### src/rtl/mnist_frame_sequencer.sv
// mnist_frame_sequencer: streams a ROM frame into the MNIST core, captures its result,
// then dwells until a debounced button press or the dwell timer selects the next frame.
module mnist_frame_sequencer #(
    parameter int NUM_FRAMES      = 4,
    parameter int BYTES_PER_FRAME = 32,
    parameter int RESULT_LATENCY  = 16,
    parameter int DWELL_CYCLES    = 12_000_000,
    parameter int DEBOUNCE_CYCLES = 120_000
) (
    input  logic                                          clk,
    input  logic                                          rst_n,
    input  logic                                          btn_next,
    input  logic                                          auto_en,
    output logic [$clog2(NUM_FRAMES*BYTES_PER_FRAME)-1:0] rom_addr,
    input  logic [7:0]                                    rom_data,
    output logic [7:0]                                    core_ui_in,
    input  logic [3:0]                                    core_index,
    input  logic [7:0]                                    core_value,
    output logic [3:0]                                    result_index,
    output logic [7:0]                                    result_value,
    output logic                                          result_valid,
    output logic [$clog2(NUM_FRAMES)-1:0]                 frame_sel,
    output logic                                          busy
);
    localparam int FW  = $clog2(NUM_FRAMES);
    localparam int BW  = $clog2(BYTES_PER_FRAME);
    localparam int CW  = $clog2((BYTES_PER_FRAME > RESULT_LATENCY ? BYTES_PER_FRAME : RESULT_LATENCY) + 1);
    localparam int DW  = $clog2(DWELL_CYCLES + 1);
    localparam int DBW = $clog2(DEBOUNCE_CYCLES + 1);

    typedef enum logic [2:0] {S_FETCH, S_STREAM, S_WAIT, S_CAPTURE, S_DWELL} state_t;

    state_t         state, state_nx;
    logic [CW-1:0]  cnt;
    logic [DW-1:0]  dwell_cnt;
    logic [DBW-1:0] db_cnt;
    logic [1:0]     sync;
    logic           db_level, db_event, pending, timer_hit, advance;
    logic [BW-1:0]  next_off;
    logic [FW-1:0]  frame_nx;

    always_ff @(posedge clk)
        state <= !rst_n ? S_FETCH : state_nx;

    always_comb begin
        timer_hit = auto_en && dwell_cnt == DW'(DWELL_CYCLES - 1);
        advance   = state == S_DWELL && (pending || db_event || timer_hit);
        busy      = state != S_DWELL;
        frame_nx  = frame_sel + 1'b1;
        // address runs one byte ahead of the ROM output and parks on the last byte
        next_off  = (state == S_FETCH) ? BW'(1) :
                    (cnt >= CW'(BYTES_PER_FRAME - 2)) ? BW'(BYTES_PER_FRAME - 1) : BW'(cnt + CW'(2));
        state_nx  = state;
        case (state)
            S_FETCH:   state_nx = S_STREAM;
            S_STREAM:  if (cnt == CW'(BYTES_PER_FRAME - 1)) state_nx = S_WAIT;
            S_WAIT:    if (cnt == CW'(RESULT_LATENCY - 1)) state_nx = S_CAPTURE;
            S_CAPTURE: state_nx = S_DWELL;
            default:   if (advance) state_nx = S_FETCH;
        endcase
    end

    always_ff @(posedge clk) begin
        if (!rst_n) begin
            sync         <= '0;
            db_level     <= 1'b0;
            db_cnt       <= '0;
            db_event     <= 1'b0;
            pending      <= 1'b0;
            cnt          <= '0;
            dwell_cnt    <= '0;
            rom_addr     <= '0;
            core_ui_in   <= '0;
            result_index <= '0;
            result_value <= '0;
            result_valid <= 1'b0;
            frame_sel    <= '0;
        end else begin
            sync     <= {sync[0], btn_next};
            db_event <= 1'b0;
            if (sync[1] == db_level)
                db_cnt <= '0;
            else if (db_cnt == DBW'(DEBOUNCE_CYCLES - 1)) begin
                db_level <= sync[1];
                db_cnt   <= '0;
                db_event <= sync[1];
            end else
                db_cnt <= db_cnt + 1'b1;
            cnt        <= (state_nx != state || state == S_DWELL) ? '0 : cnt + 1'b1;
            dwell_cnt  <= (state == S_DWELL && auto_en) ? dwell_cnt + 1'b1 : '0;
            core_ui_in <= state == S_STREAM ? rom_data : 8'h00;
            if (state == S_FETCH || state == S_STREAM)
                rom_addr <= {frame_sel, next_off};
            if (state == S_CAPTURE) begin
                result_index <= core_index;
                result_value <= core_value;
                result_valid <= 1'b1;
            end
            if (busy && db_event)
                pending <= 1'b1;
            if (advance) begin
                frame_sel    <= frame_nx;
                rom_addr     <= {frame_nx, BW'(0)};
                result_valid <= 1'b0;
                pending      <= 1'b0;
            end
        end
    end
endmodule

### config.mk
export PLATFORM = sky130hd
export DESIGN_NAME = mnist_frame_sequencer
export DESIGN_NICKNAME = d
export VERILOG_FILES = /design/src/rtl/mnist_frame_sequencer.sv
export SDC_FILE = /design/constraint.sdc
export NUM_CORES = 1
export LEC_CHECK = 0
export ABC_AREA = 1
export CORE_UTILIZATION = 67
export CTS_CLUSTER_DIAMETER = 120
export CTS_CLUSTER_SIZE = 16
export DETAILED_ROUTE_END_ITERATION = 10
export DONT_BUFFER_PORTS = 1
export PLACE_DENSITY = 0.83
export SLEW_MARGIN = 30
export SYNTH_ARGS = -nofsm -noshare
export SYNTH_HDL_FRONTEND = slang
export SYNTH_SLANG_ARGS = --single-unit
### constraint.sdc
create_clock -name clk -period 3.35 [get_ports clk]
set_input_delay 0.5025 -clock clk [delete_from_list [all_inputs] [get_ports clk]]
set_output_delay 0.5025 -clock clk [all_outputs]
set_load 0.1 [all_outputs]
Word level (Yosys, flattened, before mapping):

Cells that the tools add are included.

* $add $sub $neg: 5
* order comparisons: 1
* equality and inequality tests: 11
* mux-type cells: 8
* bitwise operators: 3
* reduce and logical (&&, ||, !) cells: 17

Operators by type and width (count)
* 24-bit by 1-bit adder with 24-bit output, second input constant: 1
* 24-bit equality test, second input constant: 1
* 17-bit by 1-bit adder with 17-bit output, second input constant: 1
* 17-bit equality test, second input constant: 1
* 7-bit two-way mux: 2
* 3-bit one-hot mux with 4 select lines: 1
* 5-bit two-way mux: 2
* 3-bit two-way mux: 3
* 6-bit by 1-bit adder with 6-bit output, second input constant: 1
* 3-bit by 2-bit equality test with 1-bit output, second input constant: 2
* 6-bit by 4-bit equality test with 1-bit output, second input constant: 1
* 6-bit by 5-bit equality test with 1-bit output, second input constant: 1
* 6-bit by 5-bit greater-or-equal comparator with 1-bit output, second input constant: 1
* 2-bit AND reduction: 3
* 3-bit OR reduction: 2
* 5-bit by 2-bit adder with 5-bit output, second input constant: 1
* 1-bit logical AND: 4
* 1-bit logical OR: 4
* 2-bit OR reduction: 2
* 3-bit by 1-bit equality test with 1-bit output, second input constant: 1
* 3-bit equality test, second input constant: 1
* 3-bit zero test: 1
* 3-bit inequality test: 1
* 3-bit inequality test, second input constant: 1
* other kinds (4): 6

* register bits after elaboration: 85
* output and inout bits: 31
* word-level logic and storage cells: 60

Logic depth before layout (Yosys ltp):

* word-level depth: 9
* gate-level depth with buffers: 12
* mapped depth without buffers: 12

Worst setup path before layout:

Ideal clock, no wire load.

* kind: register -> register
* start: reg state[2]
* end: reg dwell_cnt[17]
* setup time: 0.070 ns
* arrival: 1.867 ns
* required time: 3.280 ns
* setup slack: 1.413 ns
* cell stages (with the launch flop): 8
* clock period less this slack: 1.937 ns
* path through: dfxtp_1 > inv_2 > nor2_1 > nand2_1 > inv_2 > nand3_2 > buf_2 > a21oi_1

* longest elaborated chain between the ends: 3

RTL lines
* start: declaration: RTL line 33 `state_t state, state_nx;`
* start signal: assignment: RTL line 43 `state <= !rst_n ? S_FETCH : state_nx;`
* 3-bit equality test: RTL line 90 `dwell_cnt <= (state == S_DWELL && auto_en) ? dwell_cnt + 1'b1 : '0;`
* 1-bit logical AND: RTL line 90
* 2-bit AND reduction (no line)
* end signal: assignment: RTL line 90
* end: declaration: RTL line 35 `logic [DW-1:0] dwell_cnt;`

No other way between the ends.
A chain may end at the register's enable or synchronous reset.

Worst setup path after layout:

* start: reg state[2]
* end: reg dwell_cnt[5]

Same word-level chain as after synthesis.

==> results.yml <==
timing:
  max-slew-margin-rel: 0.3311
  grt_setup_unrepaired: "false"
  portion_of_the_clock_cycle_consumed_by_the_worst_path_in_the_final_layout: 0.5715
  worstMarginPinSlew_ns: 1.002
  number_of_setup_violations_in_the_final_report: 0
  finalWorstPathRequiredPeriod_ns: 1.915
  timing.hold.ws_ns: 0.2505
  final_max_slew_viol_count: 0
  aggregate_negative_setup_slack_ns: 0
  final-hold-violation-count: 0
  fin_worst_skew_ns: 0.01253
  max_freq_mhz: 522.3
pwr:
  cellPowerDensity_nw_per_um2: 446.3
  leakage_power_of_the_design_uw: 0.001535
  worst_ir_drop_vdd_v: 0.0004528
synthesis:
  synthesis.instances: 501
  synth.area.top_cells: "sky130_fd_sc_hd__dfxtp_1 46%, sky130_fd_sc_hd__nor2_1 9.3%, sky130_fd_sc_hd__nand2_1 8.5%"
  synthArstFlopShare: 0
  synth_top_area_cell: "sky130_fd_sc_hd__dfxtp_1"
  main_flop_type_after_synthesis: "sky130_fd_sc_hd__dfxtp_1"
  synthDominantCellAreaShare: 0.4598
  syn_area_per_cell_um2: 7.387
  synth.cell_area_um2: 3701
  synth_top_family_by_area: "simple AND/OR/NAND/NOR gates"
  synth-xor-area-share: 0.02840
  synth_cell_type_count: 36
  adder_cell_area_share_of_the_yosys_netlist: 0.01690
  ys_seq_area_frac: 0.4598
  synth_enable_flop_cells: 0
  synth_warnings: 0
  synth.net_count: 530
  synthSimpleGateAreaFrac: 0.3242
  synthMuxAreaShare: 0
  synth-seq-cells: 85
  synth_compound_area_frac: 0.09364
route:
  drt-vias-per-instance: 5.456
  drt-wirelength-per-cell_um: 12.99
  drt_first_pass_iters: 6
  drt_drc_violations_left: 0
  dr_total_vias: 3181
  ant_nets: 0
  routed_wirelength_um: 7571
  initialDrtViolationCount: 244
cells_and_area:
  final_cell_mix: "92 x sky130_fd_sc_hd__nor2_1, 84 x sky130_fd_sc_hd__nand2_1, 83 x sky130_fd_sc_hd__dfxtp_1"
  final_layout_size_suffix_gt1_frac: 0.07992
  antenna-diode-count: 0
  final_common_cell: "sky130_fd_sc_hd__nor2_1"
  final_nets: 537
  areaGrowthSynthToFinish_pct: 7.032
  utilization: 0.7611
job:
  max_cap_violations: 0
worst_setup_path:
  worstPathArrival_ns: 2.19
  setup.worst_path.end_class: "register"
  critPathSlowestCell: "sky130_fd_sc_hd__dfxtp_1"
  worstSetupStartpointType: "register"
  worst_ep_required_time_ns: 3.63
  critical-path-top-cell-by-count: "sky130_fd_sc_hd__inv_2"
  worstSetupPathType: "reg2reg"
  critical_path.max_fanout: 17
  worst_path_largest_cell_delay_ns: 0.43
  crit_path_cell_trace: "inv_2 > nor2_1 > nand2_1 > buf_4 > inv_2 > nand3_2 > inv_2 > o21ai_0 > a21oi_1"
global_route:
  largest_net_degree_at_the_start_of_global_routing: 24
  antenna_found_initial: 0
  grt_remaining_overflow: 0
  grt_pass1_vias: 2972
  grt_pass1_wl_um: 12880
  grt_util_all_layers: 0.2739
floorplanning:
  dieWidth_um: 76.33
  placeableCoreArea_um2: 5205
  initial_utilization: 0.7111
  placement_rows: 26
  die_area_um2: 5826
  io_pins: 55
  die_h_um: 76.33
clocking:
  clock_tree_root_buffer_cell: "sky130_fd_sc_hd__clkbuf_8"
  postCtsSetupBuffers: 0
  worstSkewPairLatency_ns: 0.35
  cts_inserted_buffers: 9
  cts-root-to-sink-buffers: 2
  htree_levels: 3
  clkSinkCount: 85
  postCtsResizedCells: 0
  tritoncts: "built"
  clkTransAtPathRegs_ns: 0.09
  count_of_hold_fix_buffers_inserted_at_cts: 0
place:
  place_hpwl_um: 5408
  io_buffer_count: 0
  place.gp.congestion: 0.8976
status:
  status: "completed"
hold_path:
  hold_path.class: "in2reg"
==> synth_stat cells, drive strengths merged, types with 2 or more instances <==
cell type and count:
nand4 14, dfxtp 85, or2 4, clkbuf 2, nor2 97, o21ai 28
nand3 19, nand3b 5, a22oi 2, nor3b 4, o211ai 2, nor4 3
nand2 88, xor2 7, nor3 22, xnor2 5, inv 68, ha 5
buf 4, a21oi 31
==> cells by family after synthesis <==
family,after synthesis
simple gates,259
flops,85
buf+inv,74
compound gates,66
xor+xnor,12
fa+ha+maj,5
==> layout make-up <==
type	count	area [µm²]
multi-input combinational	342	1714
sequential	85	1704
fill	380	1244
inverter	68	255.2
clock buffer	12	155.1
tap	70	87.58
clock inverter	4	30.03
timing repair buffer	2	15.01
==> worst max-delay path, delay by kind of cell, from the launching register on <==
kind	cells	cell delay (ns)
flops	1	0.43
simple gates	3	0.51
buf+inv	4	0.67
compound gates	2	0.24
==> state kept, by name, summed over array words and instances, names as in the netlist, 2 cells and up <==
signal / count
cnt: 6
core_ui_in: 8
db_cnt: 17
dwell_cnt: 24
frame_sel: 2
result_index: 4
result_value: 8
rom_addr: 7
state: 3
sync: 2
==> metrics by stage <==
stage / setup slack, ns / total power (µW) / cells / cell area, µm²
6_report: 1.435 / 1768 / 583 / 3961
5_1_grt: 1.210 / 1821 / 583 / 3961
4_1_cts: 1.420 / 1775 / 583 / 3960
3_5_place_dp: 1.459 / 1116 / 567 / 3775
3_3_place_gp: 1.567 / 1115 / 567 / 3774
2_1_floorplan: 1.413 / 1112 / 501 / 3701
==> routing by layer <==
layer / share of wire / global-route usage / up-vias / wire, µm
met1: 0.44 / 0.3379 / 1440 / 3333
met3: 0.052 / 0.04910 / 12 / 393
met4: 0.018 / 0.1308 / 0 / 136
met2: 0.49 / 0.4622 / 103 / 3708
met5: 0 / 0 / - / 0
li1: - / - / 1626 / -
==> report_power, final <==
group          leakage, µW  internal [µW]  switching (µW)  total (µW)
Sequential        0.000688           1020            50.5        1070
Clock            0.0000930            313             362         676
Combinational     0.000754           7.19            15.8        23.0
==> worst paths after layout <==
check,startpoint,endpoint,slack [ns],cells past startpoint
setup / recovery,state[2]$_SDFF_PN0_,dwell_cnt[5]$_SDFF_PN0_,1.44,9
hold / removal,rst_n,state[0]$_SDFF_PN0_,0.25,2
setup reg to reg,state[2]$_SDFF_PN0_,dwell_cnt[5]$_SDFF_PN0_,1.44,9
hold reg to reg,sync[0]$_SDFF_PN0_,sync[1]$_SDFF_PN0_,0.42,2
No activity file was read; power rests on OpenSTA's default activity.
